## src/rtl/pipelined_cla_adder_if.sv

```systemverilog
// rtl/pipelined_cla_adder_if.sv - operand/result handshake bundle for pipelined_cla_adder
interface pipelined_cla_adder_if #(
    parameter int WIDTH = 16
);
    logic             in_valid;
    logic             in_ready;
    logic [WIDTH-1:0] a;
    logic [WIDTH-1:0] b;
    logic             cin;
    logic             sub;
    logic             out_valid;
    logic             out_ready;
    logic [WIDTH-1:0] sum;
    logic             cout;
    logic             ovf;

    modport master (
        output in_valid, a, b, cin, sub, out_ready,
        input  in_ready, out_valid, sum, cout, ovf
    );

    modport slave (
        input  in_valid, a, b, cin, sub, out_ready,
        output in_ready, out_valid, sum, cout, ovf
    );
endinterface

```

## src/rtl/pipelined_cla_adder.sv

```systemverilog
// rtl/pipelined_cla_adder.sv - pipelined carry-lookahead add/sub, one BLOCK-bit group per stage
// Optional signed overflow output enabled by defining CLA_OVF_EN.
module pipelined_cla_adder #(
    parameter int WIDTH = 16,
    parameter int BLOCK = 4
) (
    input logic                  clk,
    input logic                  rst,
    pipelined_cla_adder_if.slave bus
);
    localparam int N   = WIDTH / BLOCK;
    localparam int OPS = (N > 1) ? N - 1 : 1;

    function automatic logic [BLOCK:0] cla_group(input logic [BLOCK-1:0] x,
                                                 input logic [BLOCK-1:0] y,
                                                 input logic             c0);
        logic [BLOCK-1:0] g;
        logic [BLOCK-1:0] p;
        logic [BLOCK:0]   c;
        g    = x & y;
        p    = x ^ y;
        c[0] = c0;
        for (int i = 0; i < BLOCK; i++) begin
            c[i+1] = g[i] | (p[i] & c[i]);
        end
        return {c[BLOCK], p ^ c[BLOCK-1:0]};
    endfunction

    // Stage k register: result groups 0..k, carry out of group k, operands still pending.
    logic             valid_q [N];
    logic             carry_q [N];
    logic [WIDTH-1:0] res_q   [N];
    logic [WIDTH-1:0] opa_q   [OPS];
    logic [WIDTH-1:0] opb_q   [OPS];

    logic             valid_d [N];
    logic             carry_d [N];
    logic [WIDTH-1:0] res_d   [N];

    logic [WIDTH-1:0] st_a    [N];
    logic [WIDTH-1:0] st_b    [N];
    logic [WIDTH-1:0] st_res  [N];
    logic             st_v    [N];
    logic             st_c    [N];
    logic [BLOCK:0]   grp     [N];

    logic adv;

    assign adv          = !valid_q[N-1] || bus.out_ready;
    assign bus.in_ready = adv;
    assign bus.out_valid = valid_q[N-1];
    assign bus.sum      = res_q[N-1];
    assign bus.cout     = carry_q[N-1];

    always_comb begin
        st_a[0]   = bus.a;
        st_b[0]   = bus.sub ? ~bus.b : bus.b;
        st_c[0]   = bus.sub | bus.cin;
        st_v[0]   = bus.in_valid;
        st_res[0] = '0;
        for (int k = 1; k < N; k++) begin
            st_a[k]   = opa_q[k-1];
            st_b[k]   = opb_q[k-1];
            st_c[k]   = carry_q[k-1];
            st_v[k]   = valid_q[k-1];
            st_res[k] = res_q[k-1];
        end
        for (int k = 0; k < N; k++) begin
            grp[k]     = cla_group(st_a[k][k*BLOCK +: BLOCK], st_b[k][k*BLOCK +: BLOCK], st_c[k]);
            res_d[k]   = st_res[k];
            res_d[k][k*BLOCK +: BLOCK] = grp[k][BLOCK-1:0];
            carry_d[k] = grp[k][BLOCK];
            valid_d[k] = st_v[k];
        end
    end

    always_ff @(posedge clk) begin
        if (rst) begin
            for (int k = 0; k < N; k++) begin
                valid_q[k] <= 1'b0;
                carry_q[k] <= 1'b0;
                res_q[k]   <= '0;
            end
            for (int j = 0; j < OPS; j++) begin
                opa_q[j] <= '0;
                opb_q[j] <= '0;
            end
        end else if (adv) begin
            for (int k = 0; k < N; k++) begin
                valid_q[k] <= valid_d[k];
                carry_q[k] <= carry_d[k];
                res_q[k]   <= res_d[k];
            end
            for (int j = 0; j < OPS; j++) begin
                opa_q[j] <= st_a[j];
                opb_q[j] <= st_b[j];
            end
        end
    end

`ifdef CLA_OVF_EN
    // Carry into the MSB is recovered from the MSB sum bit: a ^ b ^ s.
    logic ovf_q;
    logic ovf_d;

    assign ovf_d = st_a[N-1][WIDTH-1] ^ st_b[N-1][WIDTH-1] ^ grp[N-1][BLOCK-1] ^ grp[N-1][BLOCK];

    always_ff @(posedge clk) begin
        if (rst) begin
            ovf_q <= 1'b0;
        end else if (adv) begin
            ovf_q <= ovf_d;
        end
    end

    assign bus.ovf = ovf_q;
`else
    assign bus.ovf = 1'b0;
`endif
endmodule

```

## src/flat_wrapper.sv

```systemverilog
// flat-port wrapper written by rule: the top's interface ports become plain ports
module pipelined_cla_adder_flat 
#(
    parameter int WIDTH = 16,
    parameter int BLOCK = 4
)
  (clk, rst, bus_in_valid, bus_a, bus_b, bus_cin, bus_sub, bus_out_ready, bus_in_ready, bus_out_valid, bus_sum, bus_cout, bus_ovf);
  pipelined_cla_adder_if #(.WIDTH(WIDTH)) bus_i ();
  input logic clk;
  input logic rst;
  input wire logic [$bits(bus_i.in_valid)-1:0] bus_in_valid;
  input wire logic [$bits(bus_i.a)-1:0] bus_a;
  input wire logic [$bits(bus_i.b)-1:0] bus_b;
  input wire logic [$bits(bus_i.cin)-1:0] bus_cin;
  input wire logic [$bits(bus_i.sub)-1:0] bus_sub;
  input wire logic [$bits(bus_i.out_ready)-1:0] bus_out_ready;
  output wire logic [$bits(bus_i.in_ready)-1:0] bus_in_ready;
  output wire logic [$bits(bus_i.out_valid)-1:0] bus_out_valid;
  output wire logic [$bits(bus_i.sum)-1:0] bus_sum;
  output wire logic [$bits(bus_i.cout)-1:0] bus_cout;
  output wire logic [$bits(bus_i.ovf)-1:0] bus_ovf;
  assign bus_i.in_valid = bus_in_valid;
  assign bus_i.a = bus_a;
  assign bus_i.b = bus_b;
  assign bus_i.cin = bus_cin;
  assign bus_i.sub = bus_sub;
  assign bus_i.out_ready = bus_out_ready;
  assign bus_in_ready = bus_i.in_ready;
  assign bus_out_valid = bus_i.out_valid;
  assign bus_sum = bus_i.sum;
  assign bus_cout = bus_i.cout;
  assign bus_ovf = bus_i.ovf;
  pipelined_cla_adder #(.WIDTH(WIDTH), .BLOCK(BLOCK)) u_core (.clk(clk), .rst(rst), .bus(bus_i));
endmodule
```

## config.mk

```make
export PLATFORM = sky130hd
export DESIGN_NAME = pipelined_cla_adder_flat
export DESIGN_NICKNAME = d
export VERILOG_FILES = /design/src/rtl/pipelined_cla_adder_if.sv /design/src/rtl/pipelined_cla_adder.sv /design/src/flat_wrapper.sv
export SDC_FILE = /design/constraint.sdc
export NUM_CORES = 1
export LEC_CHECK = 0
export BUFFER_PORTS_ARGS = -buffer_cell sky130_fd_sc_hd__buf_2
export CORE_MARGIN = 5
export CORE_UTILIZATION = 54
export DETAILED_ROUTE_END_ITERATION = 10
export PLACE_DENSITY = 0.85
export SYNTH_ARGS = -nofsm -noshare
export SYNTH_HDL_FRONTEND = slang
export SYNTH_SLANG_ARGS = --single-unit
```

## constraint.sdc

```tcl
create_clock -name clk -period 5.6 [get_ports clk]
set_input_delay 1.4 -clock clk [delete_from_list [all_inputs] [get_ports clk]]
set_output_delay 1.4 -clock clk [all_outputs]
set_load 0.05 [all_outputs]
```

==> summary.txt, run 1 <==
setup TNS = 0 ns
TritonCTS clock tree = built
Root Driver = clkbuf_8
hold_buf cts = 0
status = completed
dpl hpwl = 3770 um
Fillers = 614
area grow syn2layout = 10.4%
Initial Util = 0.561
most frequent cell after synthesis = edfxtp_1
DRT iter0 DRCs = 165
Seq/Total Area, Yosys = 0.658
global-route wire length before repair = 10600 um
routed via count = 2180
Max Fclk = 0.268 GHz
# DRC = 0
total global-route track usage = 0.135
Mean Syn Cell Area = 15.9 um^2
clk_lat worst skew = 0.36 ns
area of the mapped netlist = 0.00438 mm^2
Final Cycle Share = 0.667
Slew HR = 0.193
power density over the cells = 299 mW/mm^2
reg-to-reg slack, setup = 3.04 ns
arrival time of the worst setup path = 3.81 ns
Commonest cells post-synth = 96 x edfxtp_1, 74 x nor3b_1, 23 x inv_1
peak supply drop = 0.102 mV
Post-synth EDFFs = 96
Cells after Synth = 276
kind of critical path = input pin to flip-flop
#FFs+latches synth = 96
Setup-failing EPs final = 0
Placed Area = 0.00465 mm^2
Worst-path clk slew = 0.10 ns
antenna violations before repair = 0
Synth Net Count = 330
postcts setup bufs = 0
Die ar. = 0.0100 mm^2
IO Pins = 58
clk sinks = 96
Final Slew Violations = 0
routed len/inst = 15.0 um
leakage power = 1.91 nW
port bufs = 56
vias in the first global route = 2198
die height = 100 um
Num CTS Buffers = 9
post-synth top area cell = edfxtp_1
Final Skew = 0.0116 ns
Tmin final = 3.74 ns
post-route cell area = 0.00484 mm^2
Final Hold Viols = 0
grt total ovfl = 0
Synth area leaders = edfxtp_1 66%, nor3b_1 13%, fa_1 7.3%, nor3_2 4.3%, xnor2_1 3.0%
Routed WL = 6420 um
global placement routability congestion = 0.707
Critical Path End Type = flip-flop
Async S/R FF share, synth = 0
vias per inst = 5.11
RSZ-0062 raised after global routing = false
DR pass1 iterations = 5
Distinct cells, synth = 16
fraction of layout cells with a size suffix above 1 = 0.292
Crit Path Max Fanout = 17
min-delay worst type = flip-flop to flip-flop
post-cts resize count = 0
synth warn = 0
worst slew pin tran = 1.21 ns
top-area cell type share of the netlist area = 0.658
startpoint types = input pin
largest net degree at the start of global routing = 98
Site Rows = 32
Post-synth top flop = edfxtp_1
DRT antenna net count = 0
# diodes = 0
max-cap check violation count = 0
Clock Tree Buf Depth = 2
Nets = 374
die width = 100 um
critical path required time = 5.68 ns
H-tree depth = 3
core area = 0.00781 mm^2
-- state kept, by name, summed over array words and instances (netlist names) --
name            cells
u_core.res_q       40
u_core.valid_q      4
u_core.opa_q       24
u_core.carry_q      4
u_core.opb_q       24
-- worst paths after layout --
path | start | to | cells after the start
max reg2reg | u_core.opb_q[0][44]$_SDFFCE_PN0P_ | u_core.res_q[0][63]$_SDFFCE_PN0P_ | 7
min | u_core.opa_q[0][8]$_SDFFCE_PN0P_ | u_core.opa_q[0][24]$_SDFFCE_PN0P_ | 1
max | bus_sub | u_core.res_q[0][3]$_SDFFCE_PN0P_ | 8
min reg2reg | u_core.opa_q[0][8]$_SDFFCE_PN0P_ | u_core.opa_q[0][24]$_SDFFCE_PN0P_ | 1
-- critical path: stages --
cell     delay, ns
buf_2         0.37
xnor2_1       0.16
fa_1          0.43
fa_1          0.42
fa_1          0.39
inv_1         0.08
fa_1          0.40
nor3b_1       0.15
-- per-layer routing --
layer / vias to the layer above / GRT usage / routed length, um
met4: 0 / 0.0591 / 121
met5: - / 0 / 0
li1: 1064 / - / -
met2: 52 / 0.203 / 3020
met3: 8 / 0.0327 / 319
met1: 1056 / 0.188 / 2970
-- stage by stage --
stage,worst slack [ns],hold WS [ns],std cells,utilization,power (mW)
final,1.86,0.604,427,0.620,1.45
after detailed placement,1.48,0.589,411,0.596,1.03
after global placement,1.59,0.578,411,0.596,1.02
after CTS,1.87,0.613,427,0.620,1.46
after floorplan,1.11,0.570,276,-,0.995
after global routing,1.76,0.631,427,0.620,1.51
-- power breakdown --
group / internal [mW] / switching, mW / total, mW
Sequential: 0.846 / 0.0131 / 0.859
Combinational: 0.0645 / 0.0894 / 0.154
Clock: 0.203 / 0.231 / 0.434
-- logic make-up (layout without fill, tap and decap cells) --
family	count (synthesis)	in the layout	share of synthesized area
other cells	1	1	0.000856
flops	96	96	0.658
buf+inv	48	97	0.0588
xor+xnor	16	16	0.0320
fa+ha+maj	16	16	0.0731
simple gates	99	99	0.177
-- area by class of cell --
class	count	area [um^2]	area share
timing repair buffer	58	298	0.0616
tap	102	128	0.0264
clock buffer	9	124	0.0256
sequential	96	2880	0.596
multi-input combinational	132	1260	0.260
inverter	23	86.3	0.0178
clock inverter	7	62.6	0.0129
-- cell usage in the layout, fill, tap and decap left out --
| master | n |
|---|---|
| edfxtp_1 | 96 |
| nor3b_1 | 74 |
| buf_2 | 55 |
| inv_1 | 23 |
| nor3_2 | 19 |
| fa_1 | 16 |
| xnor2_1 | 15 |
| clkbuf_8 | 9 |
| clkinv_2 | 5 |
| nor3_1 | 3 |
| buf_4 | 3 |
| nor2_1 | 1 |
| nor2b_4 | 1 |
| nand2b_4 | 1 |
| xor2_1 | 1 |
| conb_1 | 1 |
| bufinv_16 | 1 |
| clkinvlp_4 | 1 |
Note: power is estimated with default switching activity, not from simulation.
==> inputs of run 2 (changes only) <==
Clock period 5.6 ns to 3.65 ns, I/O delays scaled along.
==> run 2 against run 1 <==
Compared with the run above: sequential share of layout area is 0.38 points lower; via count is 0.41% lower; register-to-register slack got worse by 1.9 ns; first-iteration DRC count decreased by 6.7%; non-clock buffer count rose by 4; final area rose by 0.65%; clock power increased by 51%; sequential power is 54% higher; highest routed layer unchanged; routed wire length fell by 1.4%.
==> summary.txt, run 2 (synthesized netlist as in run 1, its figures left out) <==
die width = 100 um
arrival time of the worst setup path = 3.10 ns
max layer used = met4
DRT iter0 DRCs = 154
Slew HR = 0.299
Routed WL = 6330 um
Final Skew = 0.00819 ns
Final WS setup = 0.609 ns
status = completed
clk sinks = 96
kind of critical path = input pin to flip-flop
# DRC = 0
Top reg by flops = u_core.res_q
hold_buf cts = 0
post-cts resize count = 0
power density over the cells = 454 mW/mm^2
most frequent cells in the layout = 96 x edfxtp_1, 74 x nor3b_1, 55 x buf_2
RSZ-0062 raised after global routing = false
grt total ovfl = 0
met2 routed WL = 2980 um
Num CTS Buffers = 9
total global-route track usage = 0.133
Final Slew Violations = 0
die height = 100 um
dpl hpwl = 4000 um
Crit Path Max Fanout = 9
peak supply drop = 0.175 mV
routed via count = 2171
antenna violations before repair = 0
DR pass1 iterations = 5
Nets = 378
Max Fclk = 0.329 GHz
placed cell count = 415
clk_lat worst skew = 0.35 ns
vias per inst = 5.04
min-delay worst type = flip-flop to flip-flop
most common cell after layout, fill and taps aside = edfxtp_1
Root Driver = clkbuf_8
H-tree depth = 3
non-filler cells, final = 431
routed len/inst = 14.7 um
worst slew pin tran = 1.05 ns
final core utilization = 0.624
max reg flops = 40
postcts setup bufs = 0
Die ar. = 0.0100 mm^2
global-route wire length before repair = 10400 um
startpoint types = input pin
TritonCTS clock tree = built
port bufs = 56
# diodes = 0
max-cap check violation count = 0
met3 WL = 364 um
dpl ws = 0.243 ns
IO Pins = 58
setup TNS = 0 ns
Worst-path clk slew = 0.08 ns
Initial Util = 0.561
Site Rows = 32
overall power = 2.21 mW
biggest regs = u_core.res_q: 40 flops, u_core.opa_q: 24 flops, u_core.opb_q: 24 flops
Placed Area = 0.00468 mm^2
leakage power = 1.92 nW
Fillers = 590
critical path required time = 3.71 ns
Setup-failing EPs final = 0
DRT antenna net count = 0
vias in the first global route = 2167
Clock Tree Buf Depth = 2
global placement routability congestion = 0.722
area grow syn2layout = 11.1%
fraction of layout cells with a size suffix above 1 = 0.298
Tmin final = 3.04 ns
core area = 0.00781 mm^2
final hold slack = 0.609 ns
Final Hold Viols = 0
post-route cell area = 0.00487 mm^2
met1 wire length = 2900 um
Final Cycle Share = 0.833
largest net degree at the start of global routing = 97
Critical Path End Type = flip-flop
## run 2: changes by cell type in the layout (fill, tap and decap cells not counted), sizes merged
cell / delta
clkinv: -2
buf: +4
clkinvlp: +1
clkbuf: +1
## run 2: report_power, final
group,switching (mW),internal (mW)
logic,0.137,0.101
clock network,0.342,0.313
registers,0.0197,1.30
## run 2: path summary, 6_finish.rpt
kind | to | startpoint | cells past startpoint | slack (ns)
worst min register to register | u_core.opa_q[0][46]$_SDFFCE_PN0P_ | u_core.opa_q[0][30]$_SDFFCE_PN0P_ | 1 | 0.61
worst max-delay path | u_core.res_q[0][3]$_SDFFCE_PN0P_ | bus_sub | 8 | 0.61
worst max register to register | u_core.res_q[0][63]$_SDFFCE_PN0P_ | u_core.opb_q[0][44]$_SDFFCE_PN0P_ | 7 | 1.15
worst min-delay path | u_core.opa_q[0][46]$_SDFFCE_PN0P_ | u_core.opa_q[0][30]$_SDFFCE_PN0P_ | 1 | 0.61
## run 2: layout make-up
cell class / instances / area [um^2] / area share
clock buffer: 10 / 128 / 0.0262
clock inverter: 6 / 60.1 / 0.0123
inverter: 23 / 86.3 / 0.0177
multi-input combinational: 132 / 1260 / 0.258
sequential: 96 / 2880 / 0.592
tap: 102 / 128 / 0.0262
timing repair buffer: 62 / 328 / 0.0673
## run 2: worst max-delay path: stages
cell and delay [ns]:
buf_2 0.22, xnor2_1 0.14, fa_1 0.43, fa_1 0.40
fa_1 0.38, inv_1 0.07, fa_1 0.40, nor3b_1 0.14
## run 2: metal layers
layer,track usage,vias to the layer above
li1,-,1071
met1,0.185,1036
met2,0.199,57
met3,0.0424,7
met4,0.0466,0
met5,0,-
==> inputs of run 3 (changes only) <==
Clock period 3.65 ns to 2.8 ns, I/O delays scaled along.
==> run 3 against run 2 <==
Compared with the run above: register-to-register slack worse by 0.84 ns; worst setup slack worse by 0.38 ns; count of clock-buffer cells in the layout down 1; critical path type unchanged; critical endpoint unchanged; largest cell class unchanged.
==> summary.txt, run 3 (synthesized netlist as in run 1, its figures left out) <==
TritonCTS clock tree = built
Initial Util = 0.561
startpoint types = input pin
max-cap check violation count = 0
worst hold stages = 1
non-filler cells, final = 431
fraction of layout cells with a size suffix above 1 = 0.301
global-route wire length before repair = 10300 um
peak supply drop = 0.215 mV
total global-route track usage = 0.132
Placed Area = 0.00471 mm^2
Switching Fraction = 0.224
family with the most delay on the worst path = adder cells
Slew HR = 0.595
worst-path cell chain = buf_2 > xnor2_1 > fa_2 > fa_2 > fa_1 > inv_1 > fa_1 > nor3b_1
Final Cycle Share = 0.920
leakage power = 1.92 nW
Num CTS Buffers = 9
Final WS setup = 0.224 ns
routed len/inst = 13.9 um
Setup-failing EPs final = 0
net switching power = 643 uW
Crit path buffers/inverters = 2
Final Hold Viols = 0
Worst-path clk slew = 0.09 ns
arrival time of the worst setup path = 2.66 ns
final core utilization = 0.626
Root Driver = clkbuf_8
Die ar. = 0.0100 mm^2
Comb pwr share = 0.108
kind of critical path = input pin to flip-flop
Top reg by flops = u_core.res_q
routed via count = 2180
post-route cell area = 0.00489 mm^2
DRT antenna net count = 0
clk_lat worst skew = 0.35 ns
CP max stage delay = 0.40 ns
min-delay worst type = flip-flop to flip-flop
die width = 100 um
H-tree depth = 3
RSZ-0062 raised after global routing = false
vias per inst = 5.06
Seq pwr share = 0.598
DR pass1 iterations = 7
Final Skew = 0.00847 ns
biggest regs = u_core.res_q: 40 flops, u_core.opa_q: 24 flops, u_core.opb_q: 24 flops
worst slew pin tran = 0.607 ns
most common cell after layout, fill and taps aside = edfxtp_1
Pint = 2.23 mW
R2R depth = 7
Critical Path End Type = flip-flop
clk sinks = 96
overall power = 2.87 mW
max reg flops = 40
dpl hpwl = 3870 um
Tmin final = 2.58 ns
largest net degree at the start of global routing = 69
IO Pins = 58
global placement routability congestion = 0.731
placed cell count = 416
Nets = 379
most frequent cells in the layout = 96 x edfxtp_1, 74 x nor3b_1, 55 x buf_2
post-cts resize count = 0
critical path required time = 2.88 ns
Final Slew Violations = 0
Routed WL = 5990 um
port bufs = 56
postcts setup bufs = 0
WP depth = 8
power density over the cells = 587 mW/mm^2
Slowest-stage cell, CP = fa_1
status = completed
area grow syn2layout = 11.6%
vias in the first global route = 2160
die height = 100 um
# diodes = 0
dpl ws = -0.137 ns
# DRC = 0
clock power share = 0.294
hold_buf cts = 0
antenna violations before repair = 0
Site Rows = 32
grt total ovfl = 0
Crit Path Max Fanout = 3
DRT iter0 DRCs = 88
core area = 0.00781 mm^2
Max Fclk = 0.388 GHz
Clock Tree Buf Depth = 2
run 3: cell types whose count changed in the layout (fill, tap and decap cells not counted):
cell,delta
clkinv_2,-3
fa_2,+2
fa_1,-2
buf_12,+1
clkinv_4,+1
clkinv_1,+2
clkbuf_1,-1
run 3: per-layer routing:
metal / vias up / share of wire / wire length [um] / GRT usage
li1: 1075 / - / - / -
met1: 1043 / 0.48 / 2850 / 0.185
met2: 55 / 0.46 / 2730 / 0.191
met4: 0 / 0.015 / 89 / 0.0715
met5: - / 0 / 0 / 0
met3: 7 / 0.052 / 313 / 0.0299
run 3: layout make-up:
class,count,area (um^2)
Tap cell,102,128
Fill cell,587,2920
Inverter,23,86.3
Multi-Input combinational cell,132,1260
Timing Repair Buffer,63,348
Sequential cell,96,2880
Clock inverter,6,61.3
Clock buffer,9,124
run 3: metrics by stage:
step	hold WS [ns]	TNS, ns
final	0.602	0
after global routing	0.622	0
after CTS	0.607	0
after detailed placement	0.585	-0.137
after global placement	0.577	-0.113
after floorplan	0.570	-0.251
run 3: worst paths after layout:
path,endpoint,from,slack [ns]
worst max-delay path,u_core.res_q[0][3]$_SDFFCE_PN0P_,bus_sub,0.22
worst min-delay path,u_core.opb_q[0][44]$_SDFFCE_PN0P_,u_core.opb_q[0][28]$_SDFFCE_PN0P_,0.60
worst max register to register,u_core.res_q[0][63]$_SDFFCE_PN0P_,u_core.opb_q[0][44]$_SDFFCE_PN0P_,0.31
worst min register to register,u_core.opb_q[0][44]$_SDFFCE_PN0P_,u_core.opb_q[0][28]$_SDFFCE_PN0P_,0.60
run 3: power groups by stage:
stage	clock network (mW)	logic, mW	registers [mW]
2_1_floorplan	0	0.195	1.80
3_3_place_gp	0	0.304	1.75
3_5_place_dp	0	0.313	1.75
4_1_cts	0.861	0.315	1.72
5_1_grt	0.924	0.342	1.73
6_report	0.843	0.309	1.72
run 3: worst reg2reg max path: stages, from the launching register on:
cell and delay, ns:
edfxtp_1 0.38, inv_1 0.09, fa_1 0.17, inv_1 0.05, fa_1 0.44, fa_1 0.47, fa_1 0.47, nor3b_1 0.14
